## src/rtl/au_pkg.sv

```systemverilog
// Shared types and constants for the AU sequencer: request opcodes, AU opcodes,
// sequencer states and the fixed divide-by-zero result.
package au_pkg;

    typedef enum logic [2:0] {
        REQ_PASS = 3'd0,
        REQ_ADD  = 3'd1,
        REQ_SUB  = 3'd2,
        REQ_MUL  = 3'd3,
        REQ_DIV  = 3'd4
    } req_op_e;

    localparam logic [3:0] AU_OP_PASS = 4'h0;
    localparam logic [3:0] AU_OP_ADD  = 4'h1;
    localparam logic [3:0] AU_OP_SUB  = 4'h2;
    localparam logic [3:0] AU_OP_MUL  = 4'h4;
    localparam logic [3:0] AU_OP_DIV  = 4'h8;

    localparam logic [15:0] DIV_BY_ZERO_RES = 16'hFFFF;

    typedef enum logic [3:0] {
        ST_IDLE,
        ST_LOAD_A,
        ST_SETTLE_A,
        ST_LOAD_B,
        ST_SETTLE_B,
        ST_EXEC,
        ST_START,
        ST_WAIT,
        ST_RESP
    } state_e;

    function automatic logic op_legal(input logic [2:0] op);
        return op <= REQ_DIV;
    endfunction

    function automatic logic [3:0] au_op_code(input logic [2:0] op);
        case (op)
            REQ_PASS: return AU_OP_PASS;
            REQ_ADD:  return AU_OP_ADD;
            REQ_SUB:  return AU_OP_SUB;
            REQ_MUL:  return AU_OP_MUL;
            REQ_DIV:  return AU_OP_DIV;
            default:  return AU_OP_PASS;
        endcase
    endfunction

endpackage

```

## src/rtl/au_sequencer_if.sv

```systemverilog
// Request/response handshake bundle between a client and the AU sequencer.
interface au_sequencer_if;
    logic        req_valid;
    logic        req_ready;
    logic [2:0]  req_op;
    logic [15:0] req_a;
    logic [7:0]  req_b;
    logic        res_valid;
    logic        res_ready;
    logic [15:0] res_data;
    logic        res_ovr;
    logic        res_zero;
    logic        res_err;

    modport master (
        output req_valid, req_op, req_a, req_b, res_ready,
        input  req_ready, res_valid, res_data, res_ovr, res_zero, res_err
    );

    modport slave (
        input  req_valid, req_op, req_a, req_b, res_ready,
        output req_ready, res_valid, res_data, res_ovr, res_zero, res_err
    );
endinterface

```

## src/rtl/au_wait_counter.sv

```systemverilog
// Loadable down-counter timing EXEC/WAIT phases; zero flags the capture cycle.
module au_wait_counter #(
    parameter int W = 4
) (
    input  logic         CLK,
    input  logic         CLR,
    input  logic         load,
    input  logic [W-1:0] load_val,
    input  logic         en,
    output logic         zero
);

    logic [W-1:0] cnt_q, cnt_d;

    always_comb begin
        cnt_d = cnt_q;
        if (load)
            cnt_d = load_val;
        else if (en && cnt_q != '0)
            cnt_d = cnt_q - 1'b1;
    end

    always_ff @(posedge CLK) begin
        if (CLR) cnt_q <= '0;
        else     cnt_q <= cnt_d;
    end

    assign zero = (cnt_q == '0);

endmodule

```

## src/rtl/au_sequencer.sv

```systemverilog
// Sequences one AU operation at a time: loads A then B through the shared X bus,
// starts MUL/DIV, waits the completion time and holds the captured result.
module au_sequencer
    import au_pkg::*;
#(
    parameter int MUL_CYCLES  = 10,
    parameter int DIV_CYCLES  = 10,
    parameter int EXEC_CYCLES = 1
) (
    input  logic          CLK,
    input  logic          CLR,
    au_sequencer_if.slave bus,
    output logic [15:0]   X,
    output logic          LdA,
    output logic          LdB,
    output logic          START_MUL,
    output logic          START_DIV,
    output logic [3:0]    OP,
    input  logic [15:0]   Rout,
    input  logic          OVR,
    input  logic          ZERO
);

    localparam int CNT_MAX = (MUL_CYCLES > DIV_CYCLES)
                           ? ((MUL_CYCLES > EXEC_CYCLES) ? MUL_CYCLES : EXEC_CYCLES)
                           : ((DIV_CYCLES > EXEC_CYCLES) ? DIV_CYCLES : EXEC_CYCLES);
    localparam int CNT_W = $clog2(CNT_MAX + 1);

    localparam logic [CNT_W-1:0] EXEC_LD = CNT_W'(EXEC_CYCLES - 1);
    localparam logic [CNT_W-1:0] MUL_LD  = CNT_W'(MUL_CYCLES - 1);
    localparam logic [CNT_W-1:0] DIV_LD  = CNT_W'(DIV_CYCLES - 1);

    state_e      state_q, state_d;
    logic [2:0]  op_q, op_d;
    logic [15:0] a_q, a_d;
    logic [7:0]  b_q, b_d;
    logic [15:0] res_data_q, res_data_d;
    logic        res_ovr_q, res_ovr_d;
    logic        res_zero_q, res_zero_d;
    logic        res_err_q, res_err_d;

    logic             req_ready, res_valid;
    logic             cnt_load, cnt_en, cnt_zero;
    logic [CNT_W-1:0] cnt_load_val;
    logic             is_long;

    assign is_long = (op_q == REQ_MUL) || (op_q == REQ_DIV);

    au_wait_counter #(.W(CNT_W)) u_cnt (
        .CLK      (CLK),
        .CLR      (CLR),
        .load     (cnt_load),
        .load_val (cnt_load_val),
        .en       (cnt_en),
        .zero     (cnt_zero)
    );

    always_comb begin
        state_d      = state_q;
        op_d         = op_q;
        a_d          = a_q;
        b_d          = b_q;
        res_data_d   = res_data_q;
        res_ovr_d    = res_ovr_q;
        res_zero_d   = res_zero_q;
        res_err_d    = res_err_q;
        cnt_load     = 1'b0;
        cnt_load_val = '0;
        cnt_en       = 1'b0;
        req_ready    = 1'b0;
        res_valid    = 1'b0;
        X            = 16'h0000;
        LdA          = 1'b0;
        LdB          = 1'b0;
        START_MUL    = 1'b0;
        START_DIV    = 1'b0;
        OP           = AU_OP_PASS;

        case (state_q)
            ST_IDLE: begin
                req_ready = 1'b1;
                if (bus.req_valid) begin
                    op_d = bus.req_op;
                    a_d  = bus.req_a;
                    b_d  = bus.req_b;
                    // Rejected requests answer immediately and never touch the AU.
                    if (!op_legal(bus.req_op) || (bus.req_op == REQ_DIV && bus.req_b == 8'h00)) begin
                        state_d    = ST_RESP;
                        res_data_d = op_legal(bus.req_op) ? DIV_BY_ZERO_RES : 16'h0000;
                        res_ovr_d  = 1'b0;
                        res_zero_d = 1'b0;
                        res_err_d  = 1'b1;
                    end else begin
                        state_d = ST_LOAD_A;
                    end
                end
            end
            ST_LOAD_A: begin
                X       = a_q;
                LdA     = 1'b1;
                OP      = au_op_code(op_q);
                state_d = ST_SETTLE_A;
            end
            ST_SETTLE_A: begin
                X       = a_q;
                OP      = au_op_code(op_q);
                state_d = ST_LOAD_B;
            end
            ST_LOAD_B: begin
                X       = {8'h00, b_q};
                LdB     = 1'b1;
                OP      = au_op_code(op_q);
                state_d = ST_SETTLE_B;
            end
            ST_SETTLE_B: begin
                X  = {8'h00, b_q};
                OP = au_op_code(op_q);
                if (is_long) begin
                    state_d = ST_START;
                end else begin
                    state_d      = ST_EXEC;
                    cnt_load     = 1'b1;
                    cnt_load_val = EXEC_LD;
                end
            end
            ST_START: begin
                X            = a_q;
                OP           = au_op_code(op_q);
                START_MUL    = (op_q == REQ_MUL);
                START_DIV    = (op_q == REQ_DIV);
                cnt_load     = 1'b1;
                cnt_load_val = (op_q == REQ_MUL) ? MUL_LD : DIV_LD;
                state_d      = ST_WAIT;
            end
            ST_EXEC, ST_WAIT: begin
                // X keeps A so a PASS operation returns it.
                X  = a_q;
                OP = au_op_code(op_q);
                if (cnt_zero) begin
                    res_data_d = Rout;
                    res_ovr_d  = OVR;
                    res_zero_d = ZERO;
                    res_err_d  = 1'b0;
                    state_d    = ST_RESP;
                end else begin
                    cnt_en = 1'b1;
                end
            end
            ST_RESP: begin
                res_valid = 1'b1;
                if (bus.res_ready) state_d = ST_IDLE;
            end
            default: state_d = ST_IDLE;
        endcase
    end

    always_ff @(posedge CLK) begin
        if (CLR) begin
            state_q    <= ST_IDLE;
            op_q       <= 3'd0;
            a_q        <= 16'h0000;
            b_q        <= 8'h00;
            res_data_q <= 16'h0000;
            res_ovr_q  <= 1'b0;
            res_zero_q <= 1'b0;
            res_err_q  <= 1'b0;
        end else begin
            state_q    <= state_d;
            op_q       <= op_d;
            a_q        <= a_d;
            b_q        <= b_d;
            res_data_q <= res_data_d;
            res_ovr_q  <= res_ovr_d;
            res_zero_q <= res_zero_d;
            res_err_q  <= res_err_d;
        end
    end

    assign bus.req_ready = req_ready;
    assign bus.res_valid = res_valid;
    assign bus.res_data  = res_data_q;
    assign bus.res_ovr   = res_ovr_q;
    assign bus.res_zero  = res_zero_q;
    assign bus.res_err   = res_err_q;

endmodule

```

## src/flat_wrapper.sv

```systemverilog
// flat-port wrapper written by rule: the top's interface ports become plain ports
module au_sequencer_flat import au_pkg::*;
#(
    parameter int MUL_CYCLES  = 10,
    parameter int DIV_CYCLES  = 10,
    parameter int EXEC_CYCLES = 1
)
  (CLK, CLR, X, LdA, LdB, START_MUL, START_DIV, OP, Rout, OVR, ZERO, bus_req_valid, bus_req_op, bus_req_a, bus_req_b, bus_res_ready, bus_req_ready, bus_res_valid, bus_res_data, bus_res_ovr, bus_res_zero, bus_res_err);
  au_sequencer_if bus_i ();
  input  logic CLK;
  input  logic CLR;
  output logic [15:0] X;
  output logic LdA;
  output logic LdB;
  output logic START_MUL;
  output logic START_DIV;
  output logic [3:0] OP;
  input  logic [15:0] Rout;
  input  logic OVR;
  input  logic ZERO;
  input wire logic [$bits(bus_i.req_valid)-1:0] bus_req_valid;
  input wire logic [$bits(bus_i.req_op)-1:0] bus_req_op;
  input wire logic [$bits(bus_i.req_a)-1:0] bus_req_a;
  input wire logic [$bits(bus_i.req_b)-1:0] bus_req_b;
  input wire logic [$bits(bus_i.res_ready)-1:0] bus_res_ready;
  output wire logic [$bits(bus_i.req_ready)-1:0] bus_req_ready;
  output wire logic [$bits(bus_i.res_valid)-1:0] bus_res_valid;
  output wire logic [$bits(bus_i.res_data)-1:0] bus_res_data;
  output wire logic [$bits(bus_i.res_ovr)-1:0] bus_res_ovr;
  output wire logic [$bits(bus_i.res_zero)-1:0] bus_res_zero;
  output wire logic [$bits(bus_i.res_err)-1:0] bus_res_err;
  assign bus_i.req_valid = bus_req_valid;
  assign bus_i.req_op = bus_req_op;
  assign bus_i.req_a = bus_req_a;
  assign bus_i.req_b = bus_req_b;
  assign bus_i.res_ready = bus_res_ready;
  assign bus_req_ready = bus_i.req_ready;
  assign bus_res_valid = bus_i.res_valid;
  assign bus_res_data = bus_i.res_data;
  assign bus_res_ovr = bus_i.res_ovr;
  assign bus_res_zero = bus_i.res_zero;
  assign bus_res_err = bus_i.res_err;
  au_sequencer #(.MUL_CYCLES(MUL_CYCLES), .DIV_CYCLES(DIV_CYCLES), .EXEC_CYCLES(EXEC_CYCLES)) u_core (.CLK(CLK), .CLR(CLR), .bus(bus_i), .X(X), .LdA(LdA), .LdB(LdB), .START_MUL(START_MUL), .START_DIV(START_DIV), .OP(OP), .Rout(Rout), .OVR(OVR), .ZERO(ZERO));
endmodule
```

## config.mk

```make
export PLATFORM = sky130hd
export DESIGN_NAME = au_sequencer_flat
export DESIGN_NICKNAME = d
export VERILOG_FILES = /design/src/rtl/au_pkg.sv /design/src/rtl/au_sequencer_if.sv /design/src/rtl/au_wait_counter.sv /design/src/rtl/au_sequencer.sv /design/src/flat_wrapper.sv
export SDC_FILE = /design/constraint.sdc
export NUM_CORES = 1
export LEC_CHECK = 0
export CAP_MARGIN = 10
export CORE_AREA = 2 2 57 113
export CTS_CLUSTER_DIAMETER = 60
export DETAILED_ROUTE_END_ITERATION = 12
export DIE_AREA = 0 0 59 115
export GPL_ROUTABILITY_DRIVEN = 0
export PLACE_DENSITY = 0.78
export SYNTH_ARGS = -nofsm -noshare
export SYNTH_HDL_FRONTEND = slang
export SYNTH_HIERARCHICAL = 1
export SYNTH_SLANG_ARGS = --single-unit
export TNS_END_PERCENT = 20
```

## constraint.sdc

```tcl
create_clock -name CLK -period 2.6 [get_ports CLK]
set_input_delay 0.26 -clock CLK [delete_from_list [all_inputs] [get_ports CLK]]
set_output_delay 0.26 -clock CLK [all_outputs]
set_load 0.01 [all_outputs]
```

==> results of run 1 <==
[metal layers]
metal | track usage [%] | part of all wire [%]
met5 | 0 | 0
met4 | 7.12 | 1.7
met3 | 5.06 | 8.3
met2 | 33.3 | 49
met1 | 25.0 | 41
[kinds of logic after synthesis]
kind of cell,after synthesis
AO/OA/AOI/OAI,81
adder cells (fa/ha/maj),1
buffers and inverters,28
flip-flops,54
multiplexers,1
other,1
AND/OR/NAND/NOR,127
[where the power goes]
part	internal [mW]	total, mW	switching (mW)
sequential	0.900	0.942	0.0424
clock	0.387	0.688	0.302
combinational	0.283	0.610	0.328
total	1.57	2.24	0.671
[critical path, cell delays in order (launching register included)]
cell and delay, ns:
dfxtp_1 0.31, or3b_2 0.48, a21oi_2 0.17, buf_4 0.21, a22o_1 0.18, clkdlybuf4s50_1 0.54
[Yosys cell counts (3+ instances only)]
| library cell | n |
|---|---|
| nand2_1 | 61 |
| o21ai_0 | 3 |
| nor2_1 | 30 |
| a21oi_1 | 34 |
| and2_1 | 10 |
| inv_1 | 10 |
| nand3_1 | 3 |
| o2bb2ai_1 | 6 |
| o2bb2ai_2 | 10 |
| nand3b_1 | 3 |
| nor4b_1 | 3 |
| a22o_1 | 8 |
| dfxtp_1 | 54 |
| clkbuf_1 | 10 |
[flip-flops by register name, summed over array words and instances (netlist names)]
name,count
u_core/u_cnt/cnt_q,4
u_core/bus.res_zero,1
u_core/b_q,8
u_core/op_q,3
u_core/a_q,16
u_core/bus.res_err,1
u_core/state_q,4
u_core/bus.res_data,16
u_core/bus.res_ovr,1
[path summary, 6_finish.rpt]
| path | endpoint | slack, ns | cells after the start |
|---|---|---|---|
| worst max-delay path | X[5] | 0.15 | 5 |
| worst min-delay path | u_core/a_q[14] | 0.45 | 2 |
| worst max register to register | u_core/bus.res_data[4] | 0.23 | 8 |
| worst min register to register | u_core/a_q[14] | 0.45 | 2 |
[layout make-up]
class | instances | area (um^2)
clock buffers | 6 | 139
repair buffers | 104 | 1020
multi-input cells | 212 | 1300
well taps | 63 | 78.8
flip-flops and latches | 54 | 1080
clock inverters | 2 | 16.3
fillers | 521 | 2230
inverters | 10 | 37.5
[per-stage QoR]
step / instances / total power, mW / hold WS [ns] / area (um^2) / setup slack [ns]
final: 451 / 2.24 / 0.452 / 3670 / 0.148
after CTS: 451 / 2.27 / 0.453 / 3670 / 0.0985
after global placement: 443 / 1.55 / 0.439 / 3510 / 0.247
after global routing: 451 / 2.36 / 0.477 / 3670 / 0.0330
after floorplan: 294 / 1.31 / 0.332 / 2550 / 0.599
after detailed placement: 443 / 1.57 / 0.443 / 3510 / 0.157
==> run summary, run 1 <==
Clock Skews: 0.00386 ns
Worst Setup SP: u_core/state_q[0]
Area delta synth->final: 44.4%
Final setup viols: 0
Hold Crit Class: reg -> reg
Period utilization: 94.3%
Mapped Avg Cell Area: 8.68 um^2
F_max: 408 MHz
Post-synthesis compound-gate area fraction: 26.0%
Die width: 59 um
Worst r2r src: u_core/u_cnt/cnt_q[1]
Synth area leaders: dfxtp_1, nand2_1, a21oi_1
PortBufs: 93
Largest family of logic cells by synthesized area: compound AO/OA/AOI/OAI gates
Actual slew at the worst max-slew pin: 0.890 ns
Routed Antenna Nets: 0
Synth Area in XOR/XNOR: 0%
Cells after Synth: 293
FFs w/ async S/R, synth: 0%
Die Y: 115 um
Primary FF master, synth: dfxtp_1
Slew HR: 40.1%
Post-synthesis sequential area ratio: 42.5%
Number of max-cap violations: 0
Antenna violations before repair: 0
Pleak: 1.36 nW
Arrival time worst endpoint: 2.19 ns
Crit Path Category: reg -> out
TritonCTS clock tree: done
Post-synth top area share: 42.5%
Final TNS setup: 0 ns
Post-route minimum period: 2.45 ns
Peak supply drop: 0.000565 V
Number of global-route vias before repair: 2,323
Fin nets: 437
Simple-gate share of the synthesized area: 24.1%
First-pass GRT wire length: 10,800 um
Library cells used by synthesis: 51
Drt wl/cell: 14.5 um
GRT overflow: 0
HPWL after detailed placement: 4790 um
Post-synth EDFFs: 0
Critical path startpoint category: flip-flop
Hold Fails Final Rpt: 0
Commonest non-fill, non-tap cell in the layout: clkdlybuf4s50_1
Clock slew at reported path FFs: 0.07 ns
Root Driver: clkbuf_16
Max Root-Sink Buffers: 2
Layout Utilization: 62.2%
HP Start: u_core/a_q[14]
Post-synth top area cell: dfxtp_1
# DRC: 0
Synth Area in Adders: 0.492%
H-tree levels: 2
Status: finished, final reports clean
Via Count: 2,437
Cell area power density: 610 nW/um^2
Clock Sinks: 54
GRT Resource Usage Total: 20.2%
Slew Viols, Final: 0
CP max FO: 9
CP Data Required Time: 2.34 ns
Initial Utilization: 43.1%
Initial drt markers: 114
CP endpoint kind: primary output
Rows: 40
Share of layout cells above drive strength 1: 11.1%
Number of synthesized register bits: 54
Inserted Diodes: 0
Post-CTS Setup Inserts: 0
Post_cts resized: 0
Top Ports: 94
Vias per inst: 5.40
YS warnings: 6
Drt total wl: 6560 um
CORE AREA: 5910 um^2
# hold bufs at CTS: 0
Drt first pass iters: 4
Commonest cells after routing, fill and taps aside: clkdlybuf4s50_1, nand2_1, dfxtp_1, a21oi_1, nor2_1
CTS Buf Count: 5
Unrepaired setup endpoints after global routing: false
Mux share of post-synthesis cell area: 0.394%
Die area: 6790 um^2
Syn Std Cell Area: 2540 um^2
Largest net degree at the start of global routing: 40
Worst-skew pair later-pin latency: 0.29 ns
(Power assumes the default switching activity.)
==> run 2, diff against run 1 <==
- ABC_AREA: default -> 1
- ABC_CLOCK_PERIOD_IN_PS: default -> 2600
- CORE_AREA: 2 2 57 113 -> 2 2 59 116
- DIE_AREA: 0 0 59 115 -> 0 0 61 118
- PLACE_DENSITY: 0.78 -> default
- PLACE_DENSITY_LB_ADDON: default -> 0.15
==> run 2 against run 1 <==
Synthesized area up 9.6%. Flip-flop and latch count stayed put. Final cell count is 27% higher. Largest power group is now combinational logic.
==> run summary, run 2 <==
Slew HR: 55.2% (+15 points)
Synth area leaders: dfxtp_1, nand2_1, a21oi_1
Antenna violations before repair: 0 (unchanged)
CP Data Required Time: 2.34 ns (about the same)
Die width: 61 um (+3.4%)
Max Root-Sink Buffers: 2 (unchanged)
Placed cell areas: 3750 um^2 (+6.7%)
Clock slew at reported path FFs: 0.06 ns (about the same)
Post-synth EDFFs: 0 (unchanged)
Cell area power density: 816 nW/um^2 (+34%)
# DRC: 0 (unchanged)
Post-synth top area cell: dfxtp_1
Area delta synth->final: 39.6%
Number of global-route vias before repair: 2,623 (+13%)
Die Y: 118 um (+2.6%)
Unrepaired setup endpoints after global routing: false
Drt wl/cell: 12.0 um (-18%)
Finished Cell Area: 3890 um^2 (+6.0%)
GRT Resource Usage Total: 20.0% (-0.22 points)
Initial Utilization: 44.2% (+1.1 points)
Arrival time worst endpoint: 2.10 ns (-0.09 ns)
# hold bufs at CTS: 0 (unchanged)
Rows: 41 (+2.5%)
Number of synthesized register bits: 54 (unchanged)
Hold Fails Final Rpt: 0 (unchanged)
First-pass GRT wire length: 11,100 um (+3.0%)
Top Ports: 94 (unchanged)
FFs w/ async S/R, synth: 0% (unchanged)
Library cells used by synthesis: 33 (-35%)
Final TNS setup: 0 ns (unchanged)
Number of max-cap violations: 0 (unchanged)
Peak supply drop: 0.000581 V (+2.8%)
Commonest cells after routing, fill and taps aside: nand2_1, clkdlybuf4s50_1, dfxtp_1, a21oi_1, inv_1
F_max: 424 MHz (+4.0%)
# fillers: 611 (+17%)
Most numerous cell in the Yosys netlist: nand2_1
Critical path startpoint category: flip-flop
Mapped Avg Cell Area: 7.00 um^2 (-19%)
Worst-skew pair later-pin latency: 0.29 ns (about the same)
CORE AREA: 6310 um^2 (+6.8%)
Status: finished, final reports clean
Final setup viols: 0 (unchanged)
Seq. cell area: 1080 um^2 (unchanged)
Routed Antenna Nets: 0 (unchanged)
YS warnings: 6 (unchanged)
Share of layout cells above drive strength 1: 8.40% (-2.7 points)
Post-synth top area share: 38.8% (-3.7 points)
Vias per inst: 4.78 (-12%)
Hold Crit Class: reg -> reg
HPWL after detailed placement: 5340 um (+11%)
CTS Buf Count: 5 (unchanged)
Post_cts resized: 0 (unchanged)
Commonest cells in the netlist: nand2_1, dfxtp_1, a21oi_1
GRT overflow: 0 (unchanged)
Post-CTS Setup Inserts: 0 (unchanged)
Actual slew at the worst max-slew pin: 0.672 ns (-0.218 ns)
Primary FF master, synth: dfxtp_1
Drt first pass iters: 4 (unchanged)
H-tree levels: 2 (unchanged)
CP max FO: 8 (-1)
Inserted Diodes: 0 (unchanged)
Period utilization: 90.7% (-3.6 points)
Fin nets: 537 (+23%)
Root Driver: clkbuf_16
Largest net degree at the start of global routing: 47 (+18%)
Commonest non-fill, non-tap cell in the layout: nand2_1
Pleak: 1.73 nW (+27%)
Die area: 7200 um^2 (+6.1%)
Drt total wl: 6880 um (+4.9%)
Cells after Synth: 398 (+36%)
Via Count: 2,744 (+13%)
Multi-input gate area: 1380 um^2 (+5.8%)
TritonCTS clock tree: done
Post-synthesis sequential area ratio: 38.8% (-3.7 points)
Syn Std Cell Area: 2790 um^2 (+9.6%)
PortBufs: 93 (unchanged)
Post-route minimum period: 2.36 ns (-0.0948 ns)
CP endpoint kind: primary output
Clock Sinks: 54 (unchanged)
Initial drt markers: 120 (+5.3%)
Slew Viols, Final: 0 (unchanged)
Crit Path Category: reg -> out
Clock Skews: 0.00740 ns (+0.00354 ns)
==> run 2: metrics by stage <==
step                      instances  power [mW]  worst slack (ns)  utilization (%)  hold slack, ns
after floorplan                 399        2.02              1.09                -           0.322
after global placement          566        2.52             0.525             59.4           0.442
after detailed placement        566        2.55             0.475             59.4           0.450
after CTS                       574        3.21             0.138             61.7           0.459
after global routing            574        3.41             0.100             61.7           0.487
final                           574        3.17             0.243             61.7           0.455
==> run 2: power breakdown <==
part	internal, mW	switching (mW)	total (mW)
Clock	0.358	0.293	0.650
Sequential	1.03	0.103	1.13
Combinational	0.607	0.786	1.39
Total	1.99	1.18	3.17
==> run 2: critical path, cell delays in order, from the launching register on <==
cell and delay, ns:
dfxtp_1 0.35, nor2_2 0.15, nand2_1 0.11, o21ai_1 0.23
a21oi_2 0.12, inv_1 0.18, nand2_1 0.08, inv_1 0.06
clkdlybuf4s50_1 0.53
==> run 2: final timing paths <==
check	cells past startpoint	to	start	slack, ns
worst min register to register	2	u_core/a_q[2]	u_core/a_q[2]	0.45
worst max-delay path	8	X[13]	u_core/state_q[2]	0.24
worst min-delay path	2	u_core/a_q[2]	u_core/a_q[2]	0.45
worst max register to register	12	u_core/state_q[3]	u_core/u_cnt/cnt_q[0]	0.87
==> run 2: cells by family after synthesis <==
group                    count (synthesis)  share of synthesized area [%]
XOR/XNOR                                 1                          0.314
buffers and inverters                   72                           11.9
flip-flops                              54                           38.8
AND/OR/NAND/NOR                        180                           31.3
adder cells (fa/ha/maj)                  1                          0.449
AO/OA/AOI/OAI                           89                           17.1
other                                    1                          0.135
==> run 2: cell type report <==
class	instances	area share [%]
timing repair buffer	98	24.9
clock buffer	6	3.31
multi-input combinational	273	35.4
sequential	54	27.8
clock inverter	2	0.354
tap	86	2.77
inverter	55	5.47
==> run 2: per-layer routing <==
metal	GRT usage (%)	routed length (um)	vias to the layer above
met5	0	0	-
met1	20.0	2580	1218
met2	37.2	3790	74
li1	-	-	1444
met3	5.27	398	8
met4	6.52	114	0
